$ cat config.mk
export PLATFORM = sky130hd
export DESIGN_NAME = seq_divider
export DESIGN_NICKNAME = d
export VERILOG_FILES = /design/src/rtl/seq_divider.sv
export SDC_FILE = /design/constraint.sdc
export NUM_CORES = 1
export LEC_CHECK = 0
export ABC_AREA = 1
export CORE_MARGIN = 2
export CORE_UTILIZATION = 37
export CTS_BUF_LIST = sky130_fd_sc_hd__clkbuf_8 sky130_fd_sc_hd__clkbuf_16
export DETAILED_ROUTE_END_ITERATION = 16
export GPL_TIMING_DRIVEN = 0
export PLACE_DENSITY = 0.67
export REMOVE_ABC_BUFFERS = 1
export SYNTH_ARGS = -nofsm -noshare
export SYNTH_HDL_FRONTEND = slang
export SYNTH_SLANG_ARGS = --single-unit
$ cat constraint.sdc
create_clock -name clk -period 2.3 [get_ports clk]
set_input_delay 0.46 -clock clk [delete_from_list [all_inputs] [get_ports clk]]
set_output_delay 0.46 -clock clk [all_outputs]
set_load 0.01 [all_outputs]
$ cat src/rtl/seq_divider.sv
// seq_divider
//   Multi-cycle restoring divider producing quotient and remainder of X / Y,
//   one quotient bit per clock. Operands are captured when start is accepted
//   in IDLE; a one-cycle done pulse marks valid results, which are then held
//   until the next operation completes.
//
// Ports
//   clk        rising-edge clock
//   rst_n      synchronous active-low reset
//   start      request, only looked at in IDLE
//   X, Y       dividend / divisor, captured on an accepted start
//   busy       high while the iteration is running
//   done       one-cycle completion pulse
//   Q, R       quotient / remainder
//   DivByZero  captured divisor was zero
//   Overflow   signed overflow (most-negative / -1)
//
// Configuration
//   SIGNED_DIV_EN  when defined, X and Y are two's complement; magnitudes are
//                  divided and signs applied at the final load. When undefined
//                  the divider is unsigned and Overflow is tied to 0.
module seq_divider #(
  parameter int WIDTH = 5
) (
  input  logic             clk,
  input  logic             rst_n,
  input  logic             start,
  input  logic [WIDTH-1:0] X,
  input  logic [WIDTH-1:0] Y,
  output logic             busy,
  output logic             done,
  output logic [WIDTH-1:0] Q,
  output logic [WIDTH-1:0] R,
  output logic             DivByZero,
  output logic             Overflow
);

  localparam int CW = $clog2(WIDTH + 1);

  typedef enum logic [1:0] {
    S_IDLE,
    S_RUN,
    S_DONE
  } state_t;

  state_t           r_state;
  state_t           w_next;
  logic [WIDTH:0]   r_rem;
  logic [WIDTH-1:0] r_quo;
  logic [WIDTH-1:0] r_div;
  logic [CW-1:0]    r_count;
  logic [WIDTH-1:0] r_q;
  logic [WIDTH-1:0] r_r;
  logic             r_dbz;

  logic [WIDTH-1:0] w_magX;
  logic [WIDTH-1:0] w_magY;
  logic [WIDTH:0]   w_shift;
  logic [WIDTH:0]   w_trial;
  logic             w_bit;
  logic [WIDTH:0]   w_remNext;
  logic [WIDTH-1:0] w_quoNext;
  logic [WIDTH-1:0] w_qRes;
  logic [WIDTH-1:0] w_rRes;
  logic             w_lastStep;

`ifdef SIGNED_DIV_EN
  logic r_negQ;
  logic r_negR;
  logic r_ovfPend;
  logic r_ovf;

  // Divide magnitudes; the most-negative value maps to 2^(WIDTH-1), which
  // still fits as an unsigned WIDTH-bit magnitude.
  assign w_magX = X[WIDTH-1] ? (~X + 1'b1) : X;
  assign w_magY = Y[WIDTH-1] ? (~Y + 1'b1) : Y;
  // Quotient truncates toward zero, remainder follows the dividend's sign.
  assign w_qRes = r_negQ ? (~w_quoNext + 1'b1) : w_quoNext;
  assign w_rRes = r_negR ? (~w_remNext[WIDTH-1:0] + 1'b1) : w_remNext[WIDTH-1:0];
  assign Overflow = r_ovf;
`else
  assign w_magX   = X;
  assign w_magY   = Y;
  assign w_qRes   = w_quoNext;
  assign w_rRes   = w_remNext[WIDTH-1:0];
  assign Overflow = 1'b0;
`endif

  // One restoring step: shift the next dividend bit into the remainder and
  // keep the subtraction only if it did not borrow (sign bit of trial clear).
  assign w_shift    = {r_rem[WIDTH-1:0], r_quo[WIDTH-1]};
  assign w_trial    = w_shift - {1'b0, r_div};
  assign w_bit      = ~w_trial[WIDTH];
  assign w_remNext  = w_bit ? w_trial : w_shift;
  assign w_quoNext  = {r_quo[WIDTH-2:0], w_bit};
  assign w_lastStep = (r_count == CW'(1));

  assign Q         = r_q;
  assign R         = r_r;
  assign DivByZero = r_dbz;

  // State register.
  always_ff @(posedge clk) begin
    if (!rst_n) r_state <= S_IDLE;
    else        r_state <= w_next;
  end

  // Next-state and status outputs.
  always_comb begin
    w_next = r_state;
    busy   = 1'b0;
    done   = 1'b0;
    case (r_state)
      S_IDLE: begin
        if (start) w_next = (Y == '0) ? S_DONE : S_RUN;
      end
      S_RUN: begin
        busy = 1'b1;
        if (w_lastStep) w_next = S_DONE;
      end
      S_DONE: begin
        done   = 1'b1;
        w_next = S_IDLE;
      end
      default: w_next = S_IDLE;
    endcase
  end

  // Datapath: operand capture, iteration, and the final result load. The
  // result registers are only written when an operation completes, so they
  // hold their values through IDLE.
  always_ff @(posedge clk) begin
    if (!rst_n) begin
      r_rem   <= '0;
      r_quo   <= '0;
      r_div   <= '0;
      r_count <= '0;
      r_q     <= '0;
      r_r     <= '0;
      r_dbz   <= 1'b0;
`ifdef SIGNED_DIV_EN
      r_negQ    <= 1'b0;
      r_negR    <= 1'b0;
      r_ovfPend <= 1'b0;
      r_ovf     <= 1'b0;
`endif
    end else begin
      case (r_state)
        S_IDLE: begin
          if (start) begin
            if (Y == '0) begin
              r_q   <= '1;
              r_r   <= X;
              r_dbz <= 1'b1;
`ifdef SIGNED_DIV_EN
              r_ovf <= 1'b0;
`endif
            end else begin
              r_rem   <= '0;
              r_quo   <= w_magX;
              r_div   <= w_magY;
              r_count <= CW'(WIDTH);
`ifdef SIGNED_DIV_EN
              r_negQ    <= X[WIDTH-1] ^ Y[WIDTH-1];
              r_negR    <= X[WIDTH-1];
              r_ovfPend <= (X == {1'b1, {(WIDTH-1){1'b0}}}) && (Y == '1);
`endif
            end
          end
        end
        S_RUN: begin
          r_rem   <= w_remNext;
          r_quo   <= w_quoNext;
          r_count <= r_count - 1'b1;
          if (w_lastStep) begin
            r_q   <= w_qRes;
            r_r   <= w_rRes;
            r_dbz <= 1'b0;
`ifdef SIGNED_DIV_EN
            r_ovf <= r_ovfPend;
`endif
          end
        end
        default: ;
      endcase
    end
  end

endmodule

# Yosys cells after proc, flatten, opt, wreduce, memory -nomap -nowiden
# Index checks and enable logic that the tools add are counted.
# classes
add_sub_neg	2
eq_ne	7
mux	28
bitwise	2
reduce_logical	7
# op_table
op	n
$mux 5	11
$pmux 5 s2	4
$ne 2x2->1 const B	4
$mux 2	3
$mux 3	2
$pmux 3 s2	1
$reduce_and 3->1	2
$sub 6x5->6	1
$logic_not 5->1	1
$mux 1	5
$pmux 2 s2	1
$reduce_and 4->1	1
$eq 3x1->1 const B	1
$sub 3x1->3 const B	1
$eq 2x1->1 const B	1
$eq 2x2->1 const B	1
$logic_not 2->1	1
$not 1->1	2
$pmux 1 s2	1
$reduce_and 2->1	1
$reduce_bool 2->1	1
# totals
reg_bits	31
in_bits	13
wordCells	54

# Logic depth before layout (Yosys ltp)
# Gate-level depths: netlist of run 1.
# depth
ltp_word	4
depth_mapped	12
ltp_nobuf	12

# Least setup slack after synthesis of run 1
# No wires, ideal clock.
# synth_timing
path_type	reg2reg
startpoint	register r_quo[4]
endpoint	register r_rem[4]
arrival_time_ns	1.404
slack_ns	0.786
path_stages_with_launch	13
period_less_slack_ns	1.514
cell_sequence	dfxtp_1 -> inv_1 -> ha_1 -> inv_1 -> fa_1 -> nand3_1 -> nand2_1 -> nand2_1 -> nand2_1 -> nand4_1 -> nand3_1 -> nand2_1 -> inv_1
# synth_via
elab_chain_len	3
# synth_lines
element	line_no	rtl
start, declared	49	logic [WIDTH-1:0] r_quo;
start signal, assigned	160	r_quo <= w_magX;
start signal, assigned	173	r_quo <= w_quoNext;
$sub 6x5->6	92	assign w_trial = w_shift - {1'b0, r_div};
$mux 5	94	assign w_remNext = w_bit ? w_trial : w_shift;
$pmux 5 s2	148	case (r_state)
end signal, assigned	172	r_rem <= w_remNext;
end, declared	48	logic [WIDTH:0] r_rem;
# No other way between the ends.
# A chain may end at the register's enable or synchronous reset.

# Worst setup path after layout of run 1
# layout_timing
startpoint	register r_state[1]
endpoint	output port busy
# layout_via
elab_chain_len	2
# layout_lines
element	line_no	rtl
start, declared	46	state_t r_state;
start signal, assigned	105	else r_state <= w_next;
$eq 2x1->1	113	case (r_state)
$mux 1	113	
end, declared	30	output logic busy,
# No other way between the ends.

==> metrics.txt, run 1 <==
pins over their slew limit 0; global route total overflow 0; CP peak stage delay 0.56 ns; fillers 455; Clock Latency Late Sink 0.29 ns; Hold Path Class reg -> reg; # DRC 0; worst hold slack 0.466 ns; die area 0.00496 mm²; CP endpoint busy; clk buf depth 2; slowest stage cell, crit path clkdlybuf4s50_1; I/O pin cnt 27; initial DRC count 105; Hold-fix buffers, CTS 0; area leader, netlist dfxtp_1; Final Net Count 277; clk slew on worst S/H paths 0.07 ns; Worst setup EP type output port; synthesized cell area 0.00163 mm²; Synth warnings 0; CP Cell Sequence inv_1 -> nand2_4 -> clkinv_2 -> clkdlybuf4s50_1; Routed Antenna Nets 0; Die X-Extent 70.4 µm; sequential area share after synthesis 38.0%; Fin Setup TNS 0 ns; htree depth 2; Setup CP Type reg -> out; setup violators final 0; Levels on crit path 4; n_diodes 0; maximum vdd ir drop 260 µV; PwrDens 821 mW/mm²; number of I/O port buffers 25; row count 24; Slew headroom 59.9%; run status finished, final reports clean; delay-heaviest family, CP buffers and inverters; FF+latch count, synth 31; commonest non-fill, non-tap cell in the layout nand2_1; Post-CTS Setup Bufs 0; Worst R2R End r_rem[1]$_SDFFE_PN0P_; clock buffer count from CTS 5; number of max-cap violations 0; DR WL/cell 11.5 µm; library cells used by synthesis 26; Required @ worst endpoint 1.84 ns; worst path bufs/invs 3; sequential cell area 621 µm²; layout cells sized above 1 6.23%; Total GRT Usage 16.0%; period utilization 93.1%; Mean Syn Cell Area 7.00 µm²; Slew @ Worst Pin 0.600 ns; hold path start Q[4]$_SDFFE_PN0P_; Final min period 2.14 ns; initial antenna violation count 0; area of the multi-input gates 811 µm²; CP max FO 19; worst r2r path cells 7; CTS tree done; R2R Setup Slk 0.61 ns; CORE AREA 0.00429 mm²; RSZ-0062 raised after global routing no; Fin. Hold Viols 0; Non-Filler Instances 309; post-synth top area share 38.0%; Worst Clk Skew 0.00714 ns; Fmax 0.467 GHz; Synth area leaders dfxtp_1 38%, nand2_1 11%, inv_1 7.8%, a21oi_1 7.1%, nand3_1 5.8%; TritonRoute pass-1 iters 4; detailed placement HPWL 2.61 mm; Via density 4.86; height of the die 70.4 µm; Total Routed Length 3.56 mm; gpl congestion 0.802; Startpoint Class register; Syn Inst Count 233; largest net degree at the start of global routing 20; clock sinks 31; # resized after CTS 1; CTS root buffer clkbuf_8; Core Util, Final 46.7%; vias in the first global route 1439; Worst EP arrival 1.68 ns; Pleak 0.940 nW; Layout area overhead 22.9%; first-pass GRT wire length 6.30 mm; most frequent cells in the layout 48 x nand2_1, 34 x inv_1, 31 x dfxtp_1, 25 x clkdlybuf4s50_1, 23 x a21oi_1; Critical path origin r_state[1]$_SDFFE_PN0P_; worst r2r src r_state[0]$_SDFFE_PN0P_; vias 1501; Placed Cells 301; starting density of the core 38.0%
[worst reg2reg max path, delay by kind of cell, from the launching register on]
kind / cells / cell delay, ns
AOI/OAI and AO/OA: 1 / 0.47
and+or+nand+nor: 4 / 0.37
buffers and inverters: 2 / 0.34
DFF: 1 / 0.41
[where the power goes]
group | total [mW] | internal [mW] | switching [mW]
Clock | 0.555 | 0.350 | 0.205
Combinational | 0.451 | 0.181 | 0.270
Sequential | 0.639 | 0.602 | 0.0375
[cell usage after synthesis]
library cell and instances:
nor2_2 1, a21oi_2 1, nand3_2 1, nor2_1 19
nand2_4 1, nand3b_1 1, a21oi_1 23, clkinv_1 1
buf_2 1, a31oi_2 1, o21ai_0 16, nand4_1 10
clkbuf_1 3, dfxtp_1 31, fa_1 1, a31oi_1 4
ha_1 7, inv_1 34, buf_4 3, buf_6 2
xor2_1 1, conb_1 1, nand3_1 19, nand2_1 48
inv_2 2, o21ai_1 1
[how the worst min path moves through the flow]
stage / endpoint / cells after the start
finish: Q[4]$_SDFFE_PN0P_ / 2
global route: Q[4]$_SDFFE_PN0P_ / 2
CTS: Q[4]$_SDFFE_PN0P_ / 2
detailed placement: Q[4]$_SDFFE_PN0P_ / 2
global placement: DivByZero$_SDFFE_PN0P_ / 2
floorplan: r_div[2]$_SDFFE_PN0P_ / 2
[registers in the layout (all words and copies together), names as in the netlist]
| name | count |
|---|---|
| Q | 5 |
| R | 5 |
| r_div | 5 |
| r_quo | 5 |
| r_rem | 5 |
| r_count | 3 |
| r_state | 2 |
| DivByZero | 1 |
[area by class of cell]
| cell class | instances | share of cell area [%] |
|---|---|---|
| Multi-Input combinational cell | 156 | 40.4 |
| Sequential cell | 31 | 31.0 |
| Timing Repair Buffer | 25 | 12.5 |
| Inverter | 37 | 6.99 |
| Clock buffer | 6 | 4.12 |
| Tap cell | 52 | 3.25 |
| Clock inverter | 2 | 1.75 |
[metal layers]
| layer | wire (µm) | GRT usage [%] | share of wire (%) |
|---|---|---|---|
| met5 | 0 | 0 | 0 |
| met4 | 52 | 5.13 | 1.5 |
| met3 | 150 | 4.04 | 4.2 |
| met2 | 1550 | 25.6 | 43 |
| met1 | 1810 | 21.1 | 51 |
[logic make-up (layout without fill, tap and decap cells)]
logic type / Yosys count / in the layout / synth area share, %
AOI/OAI and AO/OA: 46 / 46 / 15.1
xor gates and xnor gates: 1 / 1 / 0.537
adders and majority gates: 8 / 8 / 6.59
buffers and inverters: 46 / 70 / 12.3
DFF: 31 / 31 / 38.0
other: 1 / 1 / 0.230
and+or+nand+nor: 100 / 100 / 27.2
[metrics by stage]
| step | power, mW | cell area, µm² | setup WS, ns |
|---|---|---|---|
| 3_5_place_dp | 1.10 | 1890 | 0.0978 |
| 6_report | 1.65 | 2000 | 0.160 |
| 5_1_grt | 1.75 | 2000 | 0.0479 |
| 3_3_place_gp | 1.09 | 1890 | 0.103 |
| 4_1_cts | 1.66 | 2000 | 0.162 |
| 2_1_floorplan | 0.944 | 1570 | 0.779 |
No activity file was read; power rests on OpenSTA's default activity.
==> run 2, diff against run 1 <==
--- a/config.mk
+++ b/config.mk
@@ -6,9 +6,10 @@
 export NUM_CORES = 1
 export LEC_CHECK = 0
 export ABC_AREA = 1
-export CORE_MARGIN = 2
+export CORE_MARGIN = 1.5
 export CORE_UTILIZATION = 37
 export CTS_BUF_LIST = sky130_fd_sc_hd__clkbuf_8 sky130_fd_sc_hd__clkbuf_16
+export CTS_CLUSTER_SIZE = 25
 export DETAILED_ROUTE_END_ITERATION = 16
 export GPL_TIMING_DRIVEN = 0
 export PLACE_DENSITY = 0.67
==> metrics.txt, run 2 (synthesized netlist as in run 1, its figures left out) <==
run status finished, final reports clean (unchanged); worst path bufs/invs 3 (unchanged); Hold-fix buffers, CTS 0 (unchanged); CP max FO 19 (unchanged); vias in the first global route 1408 (was 1439); pins over their slew limit 0 (unchanged); Slew headroom 62.1% (was 59.9%); global route total overflow 0 (unchanged); Slew @ Worst Pin 0.567 ns (was 0.600 ns); Via density 4.99 (was 4.86); number of max-cap violations 0 (unchanged); fillers 422 (was 455); Die X-Extent 69.4 µm (was 70.4 µm); # DRC 0 (unchanged); clk slew on worst S/H paths 0.06 ns (was 0.07 ns); row count 23 (was 24); detailed placement HPWL 2.68 mm (was 2.61 mm); layout cells sized above 1 5.86% (was 6.23%); starting density of the core 39.6% (was 38.0%); Required @ worst endpoint 1.84 ns (about the same); Startpoint Class register (unchanged); CTS tree done (unchanged); Worst R2R End R[1]$_SDFFE_PN0P_ (was r_rem[1]$_SDFFE_PN0P_); Total GRT Usage 16.9% (was 16.0%); area of the multi-input gates 811 µm² (unchanged); Post-CTS Setup Bufs 0 (unchanged); Critical path origin r_state[1]$_SDFFE_PN0P_ (unchanged); clock buffer count from CTS 5 (unchanged); Placed Cells 299 (was 301); Fmax 0.462 GHz (was 0.467 GHz); CORE AREA 0.00412 mm² (was 0.00429 mm²); sequential cell area 621 µm² (unchanged); CP Cell Sequence inv_1 -> nand2_4 -> clkinv_2 -> clkdlybuf4s50_1 (unchanged); PwrDens 776 mW/mm² (was 821 mW/mm²); Core Util, Final 47.9% (was 46.7%); n_diodes 0 (unchanged); Hold Path Class reg -> reg (unchanged); maximum vdd ir drop 302 µV (was 260 µV); Final min period 2.16 ns (was 2.14 ns); largest net degree at the start of global routing 20 (unchanged); clk buf depth 2 (unchanged); slowest stage cell, crit path clkdlybuf4s50_1 (unchanged); die area 0.00482 mm² (was 0.00496 mm²); I/O pin cnt 27 (unchanged); CP peak stage delay 0.55 ns (was 0.56 ns); Total Routed Length 3.71 mm (was 3.56 mm); most frequent cells in the layout 48 x nand2_1, 34 x inv_1, 31 x dfxtp_1, 25 x clkdlybuf4s50_1, 23 x a21oi_1 (unchanged); gpl congestion 0.779 (was 0.802); height of the die 69.4 µm (was 70.4 µm); Worst EP arrival 1.70 ns (was 1.68 ns); Setup CP Type reg -> out (unchanged); Non-Filler Instances 306 (was 309); TritonRoute pass-1 iters 4 (unchanged); Clock Latency Late Sink 0.28 ns (was 0.29 ns); Routed Antenna Nets 0 (unchanged); number of I/O port buffers 25 (unchanged); period utilization 94.1% (was 93.1%); initial antenna violation count 0 (unchanged); R2R Setup Slk 0.53 ns (was 0.61 ns); commonest non-fill, non-tap cell in the layout nand2_1 (unchanged); CP endpoint busy (unchanged); # resized after CTS 1 (unchanged); Fin. Hold Viols 0 (unchanged); first-pass GRT wire length 6.55 mm (was 6.30 mm); delay-heaviest family, CP buffers and inverters (unchanged); vias 1526 (was 1501); Levels on crit path 4 (unchanged); CTS root buffer clkbuf_8 (unchanged); setup violators final 0 (unchanged); Worst setup EP type output port (unchanged); initial DRC count 154 (was 105); worst r2r path cells 8 (was 7); Fin Setup TNS 0 ns (unchanged); Pleak 0.926 nW (was 0.940 nW); RSZ-0062 raised after global routing no (unchanged); clock sinks 31 (unchanged); Final Net Count 277 (unchanged); htree depth 2 (unchanged); worst hold slack 0.464 ns (was 0.466 ns); worst r2r src r_div[4]$_SDFFE_PN0P_ (was r_state[0]$_SDFFE_PN0P_); Layout area overhead 20.9% (was 22.9%); DR WL/cell 12.1 µm (was 11.5 µm); Worst Clk Skew 0.00237 ns (was 0.00714 ns)
run 2: cell types whose count changed in the layout (fill, tap and decap cells not counted), sizes merged:
| cell | before | now |
|---|---|---|
| bufinv | 1 | 0 |
run 2: metal layers:
| layer | global-route usage, % | share of wire [%] |
|---|---|---|
| met1 | 22.7 | 50 |
| met2 | 25.7 | 45 |
| met3 | 4.51 | 3.9 |
| met4 | 6.54 | 1.6 |
| met5 | 0 | 0 |
run 2: how the worst min path moves through the flow:
stage,startpoint,to,slack [ns],cells past startpoint
after global routing,Q[2]$_SDFFE_PN0P_,Q[2]$_SDFFE_PN0P_,0.48,2
after floorplan,r_div[2]$_SDFFE_PN0P_,r_div[2]$_SDFFE_PN0P_,0.43,2
after detailed placement,Q[2]$_SDFFE_PN0P_,Q[2]$_SDFFE_PN0P_,0.46,2
after global placement,r_count[2]$_SDFFE_PN0P_,r_count[2]$_SDFFE_PN0P_,0.46,2
final,Q[2]$_SDFFE_PN0P_,Q[2]$_SDFFE_PN0P_,0.46,2
after CTS,Q[2]$_SDFFE_PN0P_,Q[2]$_SDFFE_PN0P_,0.47,2
run 2: per-stage QoR:
step                setup slack, ns  total power, mW  cell area, µm²
CTS                           0.136             1.54            1970
global placement             0.0782             1.10            1880
floorplan                     0.779            0.944            1570
detailed placement           0.0845             1.10            1880
global route                 0.0358             1.63            1970
finish                        0.136             1.53            1970
run 2: layout make-up:
class                   count  area share, %
inverters                  37           7.11
well taps                  50           3.17
clock inverters             1          0.254
repair buffers             25           12.7
multi-input cells         156           41.1
clock buffers               6           4.19
flip-flops and latches     31           31.5
run 2: power by group:
part / leakage, nW / internal [mW] / switching (mW)
logic: 0.624 / 0.182 / 0.275
clock network: 0.0470 / 0.234 / 0.200
registers: 0.255 / 0.602 / 0.0365
run 2: tightest hold or removal path: cells and delay by family (launching register included):
kind	cells	cell delay [ns]
simple gates	1	0.06
flops	1	0.31
compound gates	1	0.05
